--- config.mk ---
export PLATFORM = sky130hd
export DESIGN_NAME = decode_issue_arbiter
export DESIGN_NICKNAME = d
export VERILOG_FILES = /design/src/rtl/decode_arb_pkg.sv /design/src/rtl/decode_lane_fifo.sv /design/src/rtl/decode_issue_arbiter.sv
export SDC_FILE = /design/constraint.sdc
export NUM_CORES = 2
export LEC_CHECK = 0
export CELL_PAD_IN_SITES_DETAIL_PLACEMENT = 2
export CELL_PAD_IN_SITES_GLOBAL_PLACEMENT = 2
export CORE_ASPECT_RATIO = 1.75
export CORE_MARGIN = 4
export CORE_UTILIZATION = 48
export DETAILED_ROUTE_END_ITERATION = 10
export PLACE_DENSITY_LB_ADDON = 0.2
export SLEW_MARGIN = 20
export SYNTH_ARGS = -nofsm -noshare
export SYNTH_HDL_FRONTEND = slang
export SYNTH_SLANG_ARGS = --single-unit
--- constraint.sdc ---
create_clock -name clock_i -period 24.8 [get_ports clock_i]
set_input_delay 2.48 -clock clock_i [delete_from_list [all_inputs] [get_ports clock_i]]
set_output_delay 2.48 -clock clock_i [all_outputs]
set_load 0.1 [all_outputs]
--- src/rtl/decode_arb_pkg.sv ---
// Shared definitions for the decode-to-issue arbiter slice.
// Payload field layout, from MSB to LSB: opcode, addr, funcUnit, majId, minId, is64, pid, tid, body.
package decode_arb_pkg;

    localparam int PAYLOAD_W = 215;

    localparam int BODY_LSB  = 0;
    localparam int BODY_W    = 28;
    localparam int TID_LSB   = 28;
    localparam int TID_W     = 16;
    localparam int PID_LSB   = 44;
    localparam int PID_W     = 20;
    localparam int IS64_LSB  = 64;
    localparam int MINID_LSB = 65;
    localparam int MINID_W   = 7;
    localparam int MAJID_LSB = 72;
    localparam int MAJID_W   = 64;
    localparam int FU_LSB    = 136;
    localparam int FU_W      = 3;
    localparam int ADDR_LSB  = 139;
    localparam int ADDR_W    = 64;
    localparam int OPC_LSB   = 203;
    localparam int OPC_W     = 12;

    typedef enum logic [2:0] {
        FU_FX = 3'd0,
        FU_FP = 3'd1,
        FU_VX = 3'd2,
        FU_CR = 3'd3,
        FU_LS = 3'd4,
        FU_BR = 3'd6
    } func_unit_e;

    function automatic logic [MAJID_W-1:0] get_maj_id(
        input logic [PAYLOAD_W-1:0] p
    );
        return p[MAJID_LSB +: MAJID_W];
    endfunction

endpackage

--- src/rtl/decode_lane_fifo.sv ---
// Per-lane synchronous FIFO with flush.
// The caller guarantees no push when full (unless popping) and no pop when empty.
module decode_lane_fifo
    import decode_arb_pkg::*;
#(
    parameter int depth = 4,
    parameter int width = PAYLOAD_W
) (
    input  logic                       clock_i,
    input  logic                       reset_i,
    input  logic                       flush_i,
    input  logic                       push,
    input  logic                       pop,
    input  logic [width-1:0]           wdata,
    output logic [width-1:0]           rdata,
    output logic [$clog2(depth):0]     count,
    output logic                       full,
    output logic                       empty
);

    localparam int PTR_W = $clog2(depth);
    localparam int CNT_W = PTR_W + 1;

    logic [width-1:0] mem [depth];
    logic [PTR_W-1:0] wrPtr;
    logic [PTR_W-1:0] rdPtr;

    // Storage array; no reset needed since count gates visibility.
    always_ff @(posedge clock_i) begin
        if (push) begin
            mem[wrPtr] <= wdata;
        end
    end

    // Pointers and occupancy; pointers wrap naturally at depth.
    always_ff @(posedge clock_i) begin
        if (reset_i || flush_i) begin
            wrPtr <= '0;
            rdPtr <= '0;
            count <= '0;
        end else begin
            if (push) begin
                wrPtr <= wrPtr + PTR_W'(1);
            end
            if (pop) begin
                rdPtr <= rdPtr + PTR_W'(1);
            end
            unique case ({push, pop})
                2'b10:   count <= count + CNT_W'(1);
                2'b01:   count <= count - CNT_W'(1);
                default: count <= count;
            endcase
        end
    end

    assign rdata = mem[rdPtr];
    assign full  = (count == CNT_W'(depth));
    assign empty = (count == '0);

endmodule

--- src/rtl/decode_issue_arbiter.sv ---
// Buffers decoded instructions per lane and round-robin issues them
// through a single registered port toward dispatch.
module decode_issue_arbiter
    import decode_arb_pkg::*;
#(
    parameter int numLanes     = 2,
    parameter int fifoDepth    = 4,
    parameter int payloadWidth = PAYLOAD_W,
    parameter int laneIdWidth  = 3
) (
    input  logic                             clock_i,
    input  logic                             reset_i,
    input  logic                             flush_i,
    input  logic [numLanes-1:0]              laneValid_i,
    input  logic [numLanes*payloadWidth-1:0] lanePayload_i,
    output logic [numLanes-1:0]              laneStall_o,
    output logic                             issueValid_o,
    output logic [payloadWidth-1:0]          issuePayload_o,
    output logic [laneIdWidth-1:0]           issueLane_o,
    input  logic                             issueStall_i,
    output logic                             overflow_o
);

    localparam int CNT_W = $clog2(fifoDepth) + 1;

    logic [numLanes-1:0]     push;
    logic [numLanes-1:0]     pop;
    logic [numLanes-1:0]     full;
    logic [numLanes-1:0]     empty;
    logic [payloadWidth-1:0] headData  [numLanes];
    logic [CNT_W-1:0]        laneCount [numLanes];

    logic                    load;
    logic                    grantValid;
    logic [laneIdWidth-1:0]  grantLane;
    logic [laneIdWidth-1:0]  rrPtr;
    logic                    overflowSet;

    for (genvar g = 0; g < numLanes; g++) begin : g_lane
        decode_lane_fifo #(
            .depth (fifoDepth),
            .width (payloadWidth)
        ) u_fifo (
            .clock_i (clock_i),
            .reset_i (reset_i),
            .flush_i (flush_i),
            .push    (push[g]),
            .pop     (pop[g]),
            .wdata   (lanePayload_i[g*payloadWidth +: payloadWidth]),
            .rdata   (headData[g]),
            .count   (laneCount[g]),
            .full    (full[g]),
            .empty   (empty[g])
        );

        // Two entries of slack absorb the decoder's in-flight output.
        assign laneStall_o[g] = (laneCount[g] >= CNT_W'(fifoDepth - 2));
    end

    assign load = !issueValid_o || !issueStall_i;

    // Round-robin search starting one past the last granted lane.
    always_comb begin
        int idx;
        grantValid = 1'b0;
        grantLane  = '0;
        idx        = 0;
        for (int i = 0; i < numLanes; i++) begin
            idx = int'(rrPtr) + 1 + i;
            if (idx >= numLanes) begin
                idx = idx - numLanes;
            end
            if (!grantValid && !empty[idx]) begin
                grantValid = 1'b1;
                grantLane  = laneIdWidth'(idx);
            end
        end
    end

    // Pop the granted head; accept pushes when space exists or a pop frees it.
    always_comb begin
        pop         = '0;
        push        = '0;
        overflowSet = 1'b0;
        for (int k = 0; k < numLanes; k++) begin
            pop[k]  = load && grantValid && !flush_i &&
                      (grantLane == laneIdWidth'(k));
            push[k] = laneValid_i[k] && !flush_i && (!full[k] || pop[k]);
            if (laneValid_i[k] && !flush_i && full[k] && !pop[k]) begin
                overflowSet = 1'b1;
            end
        end
    end

    // Issue register and round-robin pointer.
    always_ff @(posedge clock_i) begin
        if (reset_i) begin
            issueValid_o   <= 1'b0;
            issuePayload_o <= '0;
            issueLane_o    <= '0;
            rrPtr          <= laneIdWidth'(numLanes - 1);
        end else if (flush_i) begin
            issueValid_o   <= 1'b0;
        end else if (load) begin
            if (grantValid) begin
                issueValid_o   <= 1'b1;
                issuePayload_o <= headData[grantLane];
                issueLane_o    <= grantLane;
                rrPtr          <= grantLane;
            end else begin
                issueValid_o   <= 1'b0;
            end
        end
    end

    // Sticky drop indicator, cleared only by reset.
    always_ff @(posedge clock_i) begin
        if (reset_i) begin
            overflow_o <= 1'b0;
        end else if (overflowSet) begin
            overflow_o <= 1'b1;
        end
    end

endmodule

==> out/qor.yml <==
global_routing:
  grt_pass1_wl_um: 318000
  overflow: 0
  grt_max_degree: 178
  grt_usage_pct: 28.1
  antenna_found_initial: 96
  grt_pass1_vias: 41800
floorplanning:
  initial_utilization_pct: 48.4
  pin_count: 658
  rows: 188
  die_w_um: 302
  die_area_mm2: 0.158
  fp.coreArea_mm2: 0.150
  fp.dieH_um: 523
critical_path:
  start_kind: "input pin"
  endpoint_kind: "flop"
  r2r-start: "rrPtr[0]"
  cp.required_ps: 25220
  arrival_ps: 8110
  r2r-end: "g_lane[0].u_fifo.mem[1][132]"
  crit_chain: "clkdlybuf4s50_1 > nand2b_1 > nand2b_1 > o21bai_1 > o31ai_2 > and2_4 > buf_4 > buf_4 > buf_4"
  critical-path-max-stage-delay_ps: 910
  crit_fanout: 59
  slowest_stage: "buf_4"
  crit_buf_inv: 4
  critical_path_class: "input pin to flop"
  critical_path.most_common_cell: "buf_4"
  cpLargestDelayFamily: "buffers and inverters"
  reg2regPathDepth: 12
  rrSetupSlack_ps: 17930
sta:
  clock_skew_ps: 34.8
  setup_viol: 0
  tightest_slew_ps: 1200
  min_period_over_period_pct: 31.0
  period_needed_ps: 7700
  slew_violations: 0
  setup_tns_ps: 0
  max_freq_mhz: 130
  finalHoldViolCount: 0
  rsz0062_at_grt: "no"
  maxSlewHeadroom_pct: 20.0
  whs_ps: 502
synth:
  synth_warnings: 0
  avgSynthCellArea_um2: 21.4
  syn_area_mm2: 0.0727
  ys_seq_area_share_pct: 77.6
  synth_seq_cells: 1959
  synth_cells: 3404
  synth.distinct_cells: 48
  postSynth.topFlopCell: "edfxtp_1"
  syn_nets: 3857
  synth-edff-count: 1720
  synthArstFlopShare_pct: 0
clocking:
  clk_pin_slew_ps: 60
  clk_latency_ps: 810
  cts_setup_buffers: 0
  cts_tree: "done"
  root_buffer: "clkbuf_16"
  postCtsResizedCells: 0
  cts_buffers: 176
  cts_sinks: 1959
  htreeDepth: 4
  cts.path.max_buffers: 3
  ctsHoldBuffers: 0
drt:
  via_count: 37700
  ant_nets: 0
  drcViolationCount: 0
  wire_per_inst_um: 35.4
  routed_wl_um: 223000
  via_per_inst: 6.00
  drt-initial-drc-count: 3561
  firstDrtPassIters: 5
placement:
  gp_congestion: 0.733
  dp_hpwl_um: 132000
  port_buffers: 657
worst_hold_path:
  worstHoldStart: "issuePayload_o[208]"
  hp-class: "flop to flop"
  hold-path-cell-count: 2
  min_to: "issuePayload_o[208]"
cells_and_area:
  multi_input_comb_area_mm2: 0.0154
  drive_gt1_share_pct: 18.4
  final_nets: 4539
  seq_area_mm2: 0.0564
  fill_cells: 12100
  layout_commonest_cell: "edfxtp_1"
  finish.utilization_pct: 58.1
  most-common-layout-cells: "edfxtp_1 (1,720), clkdlybuf4s50_1 (645), mux4_2 (430), nor2_1 (238), dfxtp_1 (235)"
  area_growth_syn_to_layout_pct: 20.1
power:
  switchingPower_mw: 1.71
  p_int_mw: 5.37
  finalPower_mw: 7.09
  pwr-share-comb_pct: 8.7
  p_leak_nw: 28.1
  switching_share_pct: 24.2
  power_density_mw_per_mm2: 81.2
  p_clk_share_pct: 39.0
  p_seq_share_pct: 52.3
  vdd_drop_max_uv: 72.1
job:
  cap_violations: 0
run_status:
  status: "finished clean"
## Yosys cell counts, types with 2 or more instances
library cell / instances / area share, %
xor2_1: 4 / 0.048
o2111ai_1: 3 / 0.036
edfxtp_1: 1720 / 71
mux2i_1: 220 / 3.0
a211oi_1: 217 / 2.2
nand2b_1: 5 / 0.043
nor2_1: 238 / 1.2
clkbuf_1: 126 / 0.65
a21oi_1: 16 / 0.11
nor2b_1: 5 / 0.043
nand3_1: 3 / 0.021
fa_1: 2 / 0.055
dfxtp_1: 239 / 6.6
o21ai_1: 5 / 0.034
or4_1: 3 / 0.031
inv_2: 2 / 0.010
xnor2_1: 3 / 0.036
and2_1: 5 / 0.043
ha_1: 15 / 0.26
nor3_2: 2 / 0.028
o31ai_1: 2 / 0.021
o21ai_0: 4 / 0.028
buf_1: 4 / 0.021
or3_1: 6 / 0.052
buf_4: 17 / 0.18
buf_2: 53 / 0.36
mux4_2: 430 / 13
nand2_1: 14 / 0.072
or2_2: 4 / 0.034
nor3_1: 6 / 0.041
inv_1: 14 / 0.072
## worst register-to-register path, stage by stage, from the launching register on
cell      delay [ps]
dfxtp_1          600
inv_2            180
ha_1             540
inv_2            160
ha_1             340
a21oi_1           60
o211ai_1         110
o21ai_1          250
o31ai_2          660
and2_4           740
buf_4            840
buf_4            970
buf_4            910
## flip-flops by register name, indices dropped and copies added, names as in the netlist, named ones only
signal               cells
g_lane.u_fifo.count      6
rrPtr                    1
issueLane_o              3
issuePayload_o         215
g_lane.u_fifo.mem     1720
issueValid_o             1
g_lane.u_fifo.wrPtr      4
overflow_o               1
g_lane.u_fifo.rdPtr      4
## worst max path at each step
stage	cells past startpoint	startpoint	endpoint	slack (ps)
2_1_floorplan	7	issueStall_i	g_lane[1].u_fifo.mem[0][0]	11080
3_3_place_gp	9	flush_i	g_lane[0].u_fifo.mem[1][92]	16280
3_5_place_dp	9	flush_i	g_lane[0].u_fifo.mem[1][139]	16190
4_1_cts	9	flush_i	g_lane[0].u_fifo.mem[1][138]	17090
5_1_grt	9	flush_i	g_lane[0].u_fifo.mem[1][132]	16800
6_report	9	flush_i	g_lane[0].u_fifo.mem[1][132]	17100
## logic make-up after synthesis
logic type / share of synthesized area, %
XOR/XNOR: 0.0844
AND/OR/NAND/NOR: 1.71
AO/OA/AOI/OAI: 2.58
adder cells (fa/ha/maj): 0.313
buffers and inverters: 1.29
multiplexers: 16.4
flip-flops: 77.6
## routing by layer
layer / wire length [µm] / share of wire [%] / up-vias / GRT usage (%)
met5: 566 / 0.25 / - / 0
met4: 5580 / 2.5 / 86 / 8.47
met3: 18600 / 8.4 / 380 / 8.38
met2: 115000 / 52 / 1477 / 48.0
met1: 83000 / 37 / 20300 / 34.7
li1: - / - / 15500 / -
## metrics by stage
step / cells / area, µm² / setup slack [ps]
2_1_floorplan: 3404 / 72700 / 11080
3_3_place_gp: 5903 / 81400 / 16280
3_5_place_dp: 5903 / 81400 / 16190
4_1_cts: 6235 / 87200 / 17090
5_1_grt: 6257 / 87200 / 16800
6_report: 6287 / 87300 / 17100
## power groups by stage
stage / Sequential (mW) / Combinational, mW / Clock [mW]
6_report: 3.70 / 0.617 / 2.77
5_1_grt: 3.71 / 0.646 / 2.96
4_1_cts: 3.70 / 0.623 / 2.82
3_5_place_dp: 3.77 / 0.612 / 0
3_3_place_gp: 3.76 / 0.582 / 0
2_1_floorplan: 3.97 / 0.171 / 0
## cell type report
cell class | instances | area share [%]
Clock inverter | 86 | 0.897
Timing Repair Buffer | 704 | 8.05
Tap cell | 1995 | 2.86
Clock buffer | 246 | 5.69
Multi-Input combinational cell | 1229 | 17.6
Inverter | 16 | 0.0688
Antenna cell | 52 | 0.149
Sequential cell | 1959 | 64.7
(Power assumes the default switching activity.)
